[config.mk]
export PLATFORM = sky130hd
export DESIGN_NAME = dzcpu_useq
export DESIGN_NICKNAME = d
export VERILOG_FILES = /design/src/rtl/dzcpu_useq.sv
export SDC_FILE = /design/constraint.sdc
export NUM_CORES = 1
export LEC_CHECK = 0
export BUFFER_PORTS_ARGS = -buffer_cell sky130_fd_sc_hd__buf_2
export CORE_MARGIN = 10
export CORE_UTILIZATION = 45
export CTS_CLUSTER_SIZE = 16
export DETAILED_ROUTE_END_ITERATION = 8
export PLACE_DENSITY = 0.82
export SLEW_MARGIN = 10
export SYNTH_ARGS = -nofsm -noshare
export SYNTH_HDL_FRONTEND = slang
export SYNTH_SLANG_ARGS = --single-unit
[constraint.sdc]
create_clock -name iClock -period 2.7 [get_ports iClock]
set_input_delay 0.54 -clock iClock [delete_from_list [all_inputs] [get_ports iClock]]
set_output_delay 0.54 -clock iClock [all_outputs]
set_load 0.02 [all_outputs]
[src/rtl/dzcpu_useq.sv]
// dzcpu_useq: microcode sequencer for the DZCPU core.
// It fetches an opcode byte, resolves its flow through the opcode and CB LUTs,
// and then steps the micro-PC through the microcode ROM. Each uop is issued to
// the execute datapath, and its flow field is decoded into the PC-increment,
// flag-update and end-of-flow strobes.
//
// state      | meaning
// -----------+-----------------------------------------------------------
// S_FETCH    | request opcode byte, latch it when iFetchValid
// S_DECODE   | load uPC from opcode LUT flow index
// S_EXEC     | issue uop at uPC, decode flow field, advance/end/jump-CB
// S_CBFETCH  | request CB-prefixed opcode byte, latch it when iFetchValid
// S_CBDECODE | load uPC from CB LUT flow index

module dzcpu_useq #(
    parameter int          UOP_W  = 13,
    parameter int          FC_W   = 4,
    parameter int          OP_W   = 5,
    parameter int          OPND_W = 4,
    parameter logic [4:0]  OP_JCB = 5'h0C,
    parameter int          CNT_W  = 16
) (
    input  logic              iClock,
    input  logic              iReset,
    output logic              oFetchReq,
    input  logic              iFetchValid,
    input  logic [7:0]        iMop,
    output logic [7:0]        oMop,
    input  logic [7:0]        iFlowIdx,
    input  logic [7:0]        iCbFlowIdx,
    output logic [7:0]        oUopAddr,
    input  logic [UOP_W-1:0]  iUop,
    input  logic              iZeroFlag,
    input  logic              iStall,
    output logic              oExecValid,
    output logic [OP_W-1:0]   oExecOp,
    output logic [OPND_W-1:0] oExecOperand,
    output logic              oPcInc,
    output logic              oFlagsUpdate,
    output logic              oEof,
    output logic [CNT_W-1:0]  oRetired,
    output logic              oUpcOvf
);

    localparam logic [FC_W-1:0] FC_OP         = 4'd0;
    localparam logic [FC_W-1:0] FC_INC        = 4'd1;
    localparam logic [FC_W-1:0] FC_EOF        = 4'd2;
    localparam logic [FC_W-1:0] FC_INC_EOF    = 4'd3;
    localparam logic [FC_W-1:0] FC_EOF_FU     = 4'd4;
    localparam logic [FC_W-1:0] FC_INC_EOF_FU = 4'd5;
    localparam logic [FC_W-1:0] FC_INC_EOF_Z  = 4'd6;
    localparam logic [FC_W-1:0] FC_INC_EOF_NZ = 4'd7;
    localparam logic [FC_W-1:0] FC_UPD_FLAGS  = 4'd8;
    localparam logic [FC_W-1:0] FC_NOP        = 4'd9;

    typedef enum logic [2:0] {
        S_FETCH    = 3'd0,
        S_DECODE   = 3'd1,
        S_EXEC     = 3'd2,
        S_CBFETCH  = 3'd3,
        S_CBDECODE = 3'd4
    } state_t;

    state_t            state;
    logic [7:0]        upc;
    logic [FC_W-1:0]   uop_fc;
    logic [OP_W-1:0]   uop_op;
    logic [OPND_W-1:0] uop_opnd;
    logic              fc_pc_inc;
    logic              fc_flags;
    logic              fc_end;
    logic              is_jcb;
    logic              issue;

    assign uop_fc   = iUop[UOP_W-1 -: FC_W];
    assign uop_op   = iUop[OPND_W +: OP_W];
    assign uop_opnd = iUop[OPND_W-1:0];
    assign is_jcb   = (uop_op == OP_JCB);
    assign issue    = (state == S_EXEC) && !iStall;

    // Decode the flow-control field of the uop at uPC into strobe/end intents.
    always_comb begin
        fc_pc_inc = 1'b0;
        fc_flags  = 1'b0;
        fc_end    = 1'b0;
        case (uop_fc)
            FC_INC:        fc_pc_inc = 1'b1;
            FC_EOF:        fc_end    = 1'b1;
            FC_INC_EOF:    begin fc_pc_inc = 1'b1; fc_end = 1'b1; end
            FC_EOF_FU:     begin fc_flags  = 1'b1; fc_end = 1'b1; end
            FC_INC_EOF_FU: begin fc_pc_inc = 1'b1; fc_flags = 1'b1; fc_end = 1'b1; end
            FC_INC_EOF_Z:  begin fc_pc_inc = 1'b1; fc_end = iZeroFlag; end
            FC_INC_EOF_NZ: begin fc_pc_inc = 1'b1; fc_end = !iZeroFlag; end
            FC_UPD_FLAGS:  fc_flags  = 1'b1;
            FC_OP, FC_NOP: ;
            default:       ;
        endcase
    end

    // Strobes are qualified by the registered state; a stalled EXEC issues nothing.
    always_comb begin
        oFetchReq    = (state == S_FETCH) || (state == S_CBFETCH);
        oUopAddr     = upc;
        oExecValid   = issue;
        oExecOp      = uop_op;
        oExecOperand = uop_opnd;
        oPcInc       = issue && fc_pc_inc;
        oFlagsUpdate = issue && fc_flags;
        oEof         = issue && fc_end && !is_jcb;
    end

    // Sequencer FSM: fetch/decode handshakes, uPC stepping, retire count and overflow flag.
    always_ff @(posedge iClock) begin
        if (iReset) begin
            state    <= S_FETCH;
            upc      <= 8'd0;
            oMop     <= 8'd0;
            oRetired <= '0;
            oUpcOvf  <= 1'b0;
        end else begin
            case (state)
                S_FETCH: begin
                    if (iFetchValid) begin
                        oMop  <= iMop;
                        state <= S_DECODE;
                    end
                end
                S_DECODE: begin
                    upc   <= iFlowIdx;
                    state <= S_EXEC;
                end
                S_EXEC: begin
                    if (!iStall) begin
                        if (is_jcb) begin
                            // CB prefix: the flow's end code is deliberately ignored here
                            state <= S_CBFETCH;
                        end else if (fc_end) begin
                            oRetired <= oRetired + CNT_W'(1);
                            upc      <= 8'd0;
                            state    <= S_FETCH;
                        end else begin
                            upc <= upc + 8'd1;
                            if (upc == 8'hFF) begin
                                oUpcOvf <= 1'b1;
                            end
                        end
                    end
                end
                S_CBFETCH: begin
                    if (iFetchValid) begin
                        oMop  <= iMop;
                        state <= S_CBDECODE;
                    end
                end
                S_CBDECODE: begin
                    upc   <= iCbFlowIdx;
                    state <= S_EXEC;
                end
                default: begin
                    state <= S_FETCH;
                end
            endcase
        end
    end

endmodule

==> qor.csv, run 1 <==
metric,value,unit
asr flop ratio synth,0,%
commonest cells in the netlist,"nor2_1 (37), dfxtp_1 (36), xnor2_1 (16)",
Setup Skew,7.53,ps
Max Cap Viol,0,
first-pass GRT wire length,9.54,mm
post-DP HPWL,4.45,mm
CTS Buffer Depth,2,
nets,362,
die area,7680,um^2
drt total wl,5.72,mm
Clock power frac,32.0,%
Worst-path clk slew,60,ps
Peak VDD IR,0.422,mV
Hold Slack,489,ps
Filler cells,406,
proportion of synthesized area in mux cells,4.38,%
Final Util,58.2,%
Synth Register Bits,36,
Avg WL per Cell,15.4,um
FMAX,422,MHz
number of flops mapped to enable cells by yosys,0,
Max Slew Vio Count,0,
grt total ovfl,0,
"Hold-fix buffers, CTS",0,
leading post-synthesis cells by cell area,"dfxtp_1 (35%), xnor2_1 (6.8%), nor2_1 (6.7%)",
post-synth top area share,35.0,%
Hold Path Class,flop to flop,
Seq. cell area,721,um^2
P_sw,0.000380,W
setup violators final,0,
critical path capture point type,primary output,
ANT cells,0,
synth warn,0,
Hold Fails Final Rpt,0,
syn_nets,290,
Die Y,87.6,um
layout cell share with drive strength beyond 1,31.8,%
post-synthesis instance area,2060,um^2
Synth Area in Compound Gates,20.7,%
core area,4380,um^2
fin cells,370,
initial antenna violation count,0,
power density cells,505,nW/um^2
crit path max fanout,7,
sequential share of the synthesized area,35.0,%
routability cong.,0.825,
switch share,29.5,%
multi-input logic area,1180,um^2
DR DRC count,0,
largest net degree at the start of global routing,32,
Post-Synth XOR/XNOR Area,7.66,%
Post-Synth Simple-Gate Area,23.3,%
top-count cell post-synth,nor2_1,
status,"finished, final reports clean",
DRT antenna net count,0,
Least-Margin Pin Slew,527,ps
cell internal pwr,0.000907,W
RSZ-0062 raised after global routing,no,
first-iteration detailed-routing DRC count,69,
critical path class,input port to primary output,
Startpoint Class,input port,
Synth Flop Type,dfxtp_1,
Final Cycle Share,87.9,%
row count,24,
Worst Path Arrival,1830,ps
metal2 WL,2.78,mm
die width,87.6,um
Ports,89,
H-tree depth,2,
met3 routed WL,580,um
post-CTS setup repair buffer count,0,
Netlist cell types,51,
Final TNS setup,0,ps
Synth area leader,dfxtp_1,
Cells after Synth,246,
Required @ worst endpoint,2160,ps
PortBufs,80,
via count of the routed design,2020,
later-pin clock latency in the skew report,290,ps
initial core utilization,46.9,%
Comb power frac,22.9,%
vias in the first global route,2065,
Area growth syn-to-layout,23.9,%
# clock sinks,36,
sequential power share,45.1,%
largest family of logic cells by synthesized area,simple AND/OR/NAND/NOR gates,
DR pass1 iterations,5,
CTS buffer count,5,
met1 wire length,2.29,mm
Post-Synth Adder-Cell Area,1.22,%
Placed Cells,363,
crit path time final,2370,ps
mean area per synthesized cell,8.37,um^2
gr usage total,15.0,%
clock root cell,clkbuf_8,
routed vias/inst,5.46,
CTS tree,done,
Max-slew headroom,64.8,%
highest metal used,met4,
Pleak,1.11,nW
CTS resizes,0,
[power groups by stage]
stage | Combinational, W | Clock (W) | Sequential [W]
final | 0.000295 | 0.000412 | 0.000580
after global routing | 0.000326 | 0.000443 | 0.000584
after CTS | 0.000297 | 0.000429 | 0.000580
after detailed placement | 0.000296 | 0 | 0.000592
after global placement | 0.000290 | 0 | 0.000591
after floorplan | 0.000177 | 0 | 0.000617
[routing by layer]
| layer | track usage (%) | vias to the layer above |
|---|---|---|
| li1 | - | 1026 |
| met1 | 16.0 | 906 |
| met2 | 26.2 | 80 |
| met3 | 6.69 | 8 |
| met4 | 4.35 | 0 |
| met5 | 0 | - |
[state kept, by name, summed over array words and instances, names as in the netlist]
register / count
oRetired: 16
state: 3
oUopAddr: 8
oMop: 8
oUpcOvf: 1
[cell families (layout without fill, tap and decap cells)]
group | after synthesis | after routing
xor gates and xnor gates | 18 | 18
DFF | 36 | 36
AOI/OAI and AO/OA | 56 | 56
and+or+nand+nor | 94 | 94
muxes | 9 | 9
adders and majority gates | 2 | 2
buffers and inverters | 31 | 103
[cells in the final DEF (no fill, tap or decap), drive strengths merged, types with 8 or more instances in the layout]
master and count:
o21ai 8, mux2i 9, xnor2 16, nand2 9, dfxtp 36, nor2 37, buf 88, nor3 14
nand3 12
[worst paths after layout]
check             cells past startpoint                         to             startpoint  slack (ps)
setup reg to reg                      6  oRetired[12]$_SDFFE_PP0P_  state[2]$_SDFFE_PP0P_         700
setup / recovery                      4                       oEof                 iStall         330
hold / removal                        2       oMop[6]$_SDFFE_PP0P_   oMop[6]$_SDFFE_PP0P_         490
hold reg to reg                       2       oMop[6]$_SDFFE_PP0P_   oMop[6]$_SDFFE_PP0P_         490
[worst max-delay path: stages]
cell and delay, ps:
buf_2 130, or4b_1 630, nor3_1 310, buf_2 220
[final cells by class]
cell class	count	share of cell area, %
Timing Repair Buffer	88	18.1
Multi-Input combinational cell	179	46.2
Sequential cell	36	28.3
Inverter	8	1.18
Clock buffer	7	3.78
Tap cell	52	2.55
[stage by stage]
| step | worst slack, ps | total power (W) | cell area, um^2 |
|---|---|---|---|
| 2_1_floorplan | 307 | 0.000794 | 2060 |
| 3_3_place_gp | 404 | 0.000881 | 2450 |
| 3_5_place_dp | 332 | 0.000887 | 2450 |
| 4_1_cts | 313 | 0.00131 | 2550 |
| 5_1_grt | 267 | 0.00135 | 2550 |
| 6_report | 328 | 0.00129 | 2550 |
No activity file was read; power rests on OpenSTA's default activity.
==> run 2, diff against run 1 <==
--- a/config.mk
+++ b/config.mk
@@ -6,10 +6,11 @@
 export NUM_CORES = 1
 export LEC_CHECK = 0
 export BUFFER_PORTS_ARGS = -buffer_cell sky130_fd_sc_hd__buf_2
-export CORE_MARGIN = 10
+export CORE_MARGIN = 3
 export CORE_UTILIZATION = 45
 export CTS_CLUSTER_SIZE = 16
 export DETAILED_ROUTE_END_ITERATION = 8
+export MAX_ROUTING_LAYER = met4
 export PLACE_DENSITY = 0.82
 export SLEW_MARGIN = 10
 export SYNTH_ARGS = -nofsm -noshare
==> qor.csv, run 2 (same netlist as run 1, synthesis figures left out) <==
metric,value,unit
nets,361,
max FFs per register,16,
critical path capture point type,primary output,
gr usage total,20.8,%
placed inst area,2440,um^2
row count,23,
die area,5420,um^2
crit-path max cell delay,630,ps
post-CTS setup repair buffer count,0,
Final Cycle Share,88.0,%
CTS Buffer Depth,2,
"most common cell after layout, fill and taps aside",buf_2,
critical path class,input port to primary output,
later-pin clock latency in the skew report,280,ps
DR pass1 iterations,4,
Ports,89,
# clock sinks,36,
total power,0.00126,W
H-tree depth,2,
hold-critical path endpoint,oUpcOvf$_SDFFE_PP0P_,
Cells on Worst Hold Path,2,
Top reg by flops,oRetired,
Final Util,60.3,%
highest metal used,met4,
drt total wl,5.16,mm
grt total ovfl,0,
Setup Skew,8.72,ps
Hold Fails Final Rpt,0,
first-iteration detailed-routing DRC count,166,
Die Y,73.6,um
RSZ-0062 raised after global routing,no,
R2R Path End,oRetired[10]$_SDFFE_PP0P_,
initial antenna violation count,0,
met1 wire length,2.27,mm
Filler cells,396,
Max-slew headroom,61.8,%
Max Cap Viol,0,
CTS tree,done,
Startpoint Class,input port,
clock root cell,clkbuf_8,
"Hold-fix buffers, CTS",0,
die width,73.6,um
hold_sp,oUpcOvf$_SDFFE_PP0P_,
Worst-path clk slew,70,ps
Worst path slowest cell,or4b_1,
Pleak,1.10,nW
vias in the first global route,1961,
post-route cell area,2530,um^2
r2r setup slk,710,ps
crit path time final,2380,ps
Max Slew Vio Count,0,
setup violators final,0,
CTS resizes,0,
core area,4200,um^2
routability cong.,0.837,
post-DP HPWL,3.89,mm
fin cells,368,
metal2 WL,2.43,mm
"commonest cells after routing, fill and taps aside","buf_2 (80), nor2_1 (37), dfxtp_1 (36)",
status,"finished, final reports clean",
FF-to-FF Start,state[2]$_SDFFE_PP0P_,
worst-path cell chain,"buf_2, or4b_1, nor3_1, buf_2",
Final TNS setup,0,ps
Peak VDD IR,0.339,mV
Placed Cells,360,
Worst Path Arrival,1840,ps
DRT antenna net count,0,
Required @ worst endpoint,2160,ps
DR DRC count,0,
PortBufs,80,
crit-path most repeated cell,buf_2,
Area growth syn-to-layout,23.1,%
initial core utilization,49.0,%
routed vias/inst,5.61,
met3 routed WL,429,um
crit path max fanout,7,
Avg WL per Cell,14.0,um
first-pass GRT wire length,8.78,mm
ANT cells,0,
via count of the routed design,2064,
Least-Margin Pin Slew,574,ps
largest net degree at the start of global routing,33,
layout cell share with drive strength beyond 1,31.1,%
power density cells,499,nW/um^2
Hold Path Class,flop to flop,
CTS buffer count,5,
R2R depth,6,
FMAX,421,MHz
[run 2: cell count changes in the layout (fill, tap and decap cells not counted), sizes merged]
| cell | before | now |
|---|---|---|
| clkbuf | 7 | 8 |
| buf | 88 | 87 |
[run 2: power by group]
| part | total (W) | switching [W] | internal [W] |
|---|---|---|---|
| logic | 0.000292 | 0.000170 | 0.000121 |
| registers | 0.000580 | 0.0000230 | 0.000557 |
| clock network | 0.000392 | 0.000184 | 0.000208 |
[run 2: stage by stage]
stage                     hold slack (ps)  setup slack [ps]
final                                 473               323
after global routing                  528               191
after CTS                             480               318
after detailed placement              464               322
after global placement                457               392
after floorplan                       584               307
[run 2: layout make-up]
| class | instances | area, um^2 | share of cell area (%) |
|---|---|---|---|
| clock buffer | 8 | 90.1 | 3.56 |
| inverter | 8 | 30.0 | 1.19 |
| multi-input combinational | 179 | 1180 | 46.5 |
| sequential | 36 | 721 | 28.4 |
| tap | 50 | 62.6 | 2.47 |
| timing repair buffer | 87 | 453 | 17.9 |
[run 2: layer usage]
| metal | vias up | global-route usage, % |
|---|---|---|
| met4 | 0 | 6.84 |
| li1 | 1032 | - |
| met1 | 956 | 26.2 |
| met3 | 4 | 4.38 |
| met5 | - | - |
| met2 | 72 | 33.2 |
[run 2: worst max path at each step]
stage	endpoint	slack, ps	depth (start not counted)	start
floorplan	oEof	310	3	iStall
global placement	oEof	390	4	iStall
detailed placement	oEof	320	4	iStall
CTS	oEof	320	4	iStall
global route	oEof	190	4	iStall
finish	oEof	320	4	iStall
[run 2: worst max-delay path: cells and delay by family]
kind          cells  cell delay (ps)
simple gates      2              950
buf+inv           2              340
==> run 3, diff against run 2 <==
--- a/config.mk
+++ b/config.mk
@@ -12,6 +12,7 @@
 export DETAILED_ROUTE_END_ITERATION = 8
 export MAX_ROUTING_LAYER = met4
 export PLACE_DENSITY = 0.82
+export REMOVE_ABC_BUFFERS = 1
 export SLEW_MARGIN = 10
 export SYNTH_ARGS = -nofsm -noshare
 export SYNTH_HDL_FRONTEND = slang
==> qor.csv, run 3 (same netlist as run 1, synthesis figures left out) <==
metric,value,unit
status,"finished, final reports clean",
Least-Margin Pin Slew,596,ps
Setup Skew,4.30,ps
Top reg by flops,oRetired,
power density cells,504,nW/um^2
Ports,89,
critical path capture point type,primary output,
Die Y,73.6,um
Max-slew headroom,60.3,%
initial core utilization,49.0,%
setup violators final,0,
routed vias/inst,5.67,
DRT antenna net count,0,
drt total wl,5.19,mm
Avg WL per Cell,14.2,um
Worst-path clk slew,70,ps
largest net degree at the start of global routing,33,
critical path class,flop to primary output,
die area,5420,um^2
crit path time final,2410,ps
row count,23,
max FFs per register,16,
Worst path slowest cell,or4b_1,
FMAX,416,MHz
"Hold-fix buffers, CTS",0,
Max Slew Vio Count,0,
"commonest cells after routing, fill and taps aside","buf_2 (80), nor2_1 (37), dfxtp_1 (36)",
crit-path max cell delay,680,ps
Pleak,1.09,nW
H-tree depth,2,
PortBufs,80,
"most common cell after layout, fill and taps aside",buf_2,
core area,4200,um^2
DR pass1 iterations,4,
layout cell share with drive strength beyond 1,30.7,%
ANT cells,0,
Hold Path Class,input port to flop,
initial antenna violation count,0,
first-iteration detailed-routing DRC count,122,
Area growth syn-to-layout,22.4,%
clock root cell,clkbuf_8,
Max Cap Viol,0,
grt total ovfl,0,
CTS resizes,0,
via count of the routed design,2075,
gr usage total,19.1,%
Final Cycle Share,89.1,%
Hold Fails Final Rpt,0,
post-CTS setup repair buffer count,0,
later-pin clock latency in the skew report,290,ps
Startpoint Class,flop,
crit path max fanout,7,
CTS tree,done,
worst-path cell chain,"or4b_1, nor3_1, buf_2",
CTS buffer count,5,
nets,359,
Required @ worst endpoint,2160,ps
die width,73.6,um
RSZ-0062 raised after global routing,no,
vias in the first global route,1778,
Peak VDD IR,0.229,mV
first-pass GRT wire length,7.93,mm
routability cong.,0.852,
Final TNS setup,0,ps
Worst Path Arrival,1870,ps
DR DRC count,0,
CTS Buffer Depth,2,
# clock sinks,36,
Final Util,59.9,%
post-DP HPWL,3.83,mm
-- run 3: cell types whose count changed in the layout (fill, tap and decap cells not counted) --
cell	change
buf_4	-2
-- run 3: area by class of cell --
type / count / area (um^2)
Tap cell: 50 / 62.6
Inverter: 8 / 30.0
Sequential cell: 36 / 721
Timing Repair Buffer: 85 / 438
Clock buffer: 8 / 90.1
Multi-Input combinational cell: 179 / 1180
Fill cell: 413 / 1680
-- run 3: path summary, 6_finish.rpt --
path | start | to | slack [ps] | depth (start not counted)
worst min-delay path | iMop[5] | oMop[5]$_SDFFE_PP0P_ | 480 | 3
worst min register to register | oMop[2]$_SDFFE_PP0P_ | oMop[2]$_SDFFE_PP0P_ | 490 | 2
worst max-delay path | state[2]$_SDFFE_PP0P_ | oEof | 290 | 3
worst max register to register | state[2]$_SDFFE_PP0P_ | oRetired[7]$_SDFFE_PP0P_ | 740 | 5
-- run 3: metrics by stage --
step	cell area (um^2)	hold slack, ps	power (W)	setup slack (ps)	std cells
2_1_floorplan	1930	566	0.000762	225	223
3_3_place_gp	2430	469	0.000876	365	358
3_5_place_dp	2430	478	0.000881	305	358
4_1_cts	2520	474	0.00128	287	366
5_1_grt	2520	490	0.00133	210	366
6_report	2520	478	0.00127	295	366
-- run 3: worst max-delay path, delay by kind of cell (launching register included) --
family                 cells  cell delay (ps)
and+or+nand+nor            2             1030
DFF                        1              320
buffers and inverters      1              230
-- run 3: power by group --
group / total, W / switching (W) / internal [W] / leakage, nW
clock network: 0.000400 / 0.000192 / 0.000208 / 0.0455
logic: 0.000290 / 0.000171 / 0.000119 / 0.748
registers: 0.000581 / 0.0000236 / 0.000557 / 0.293
-- run 3: layer usage --
metal / vias to the layer above / GRT usage (%) / wire [um]
met5: - / - / 0
li1: 1019 / - / -
met1: 972 / 23.7 / 2350
met2: 79 / 30.6 / 2350
met3: 5 / 5.47 / 450
met4: 0 / 4.63 / 43
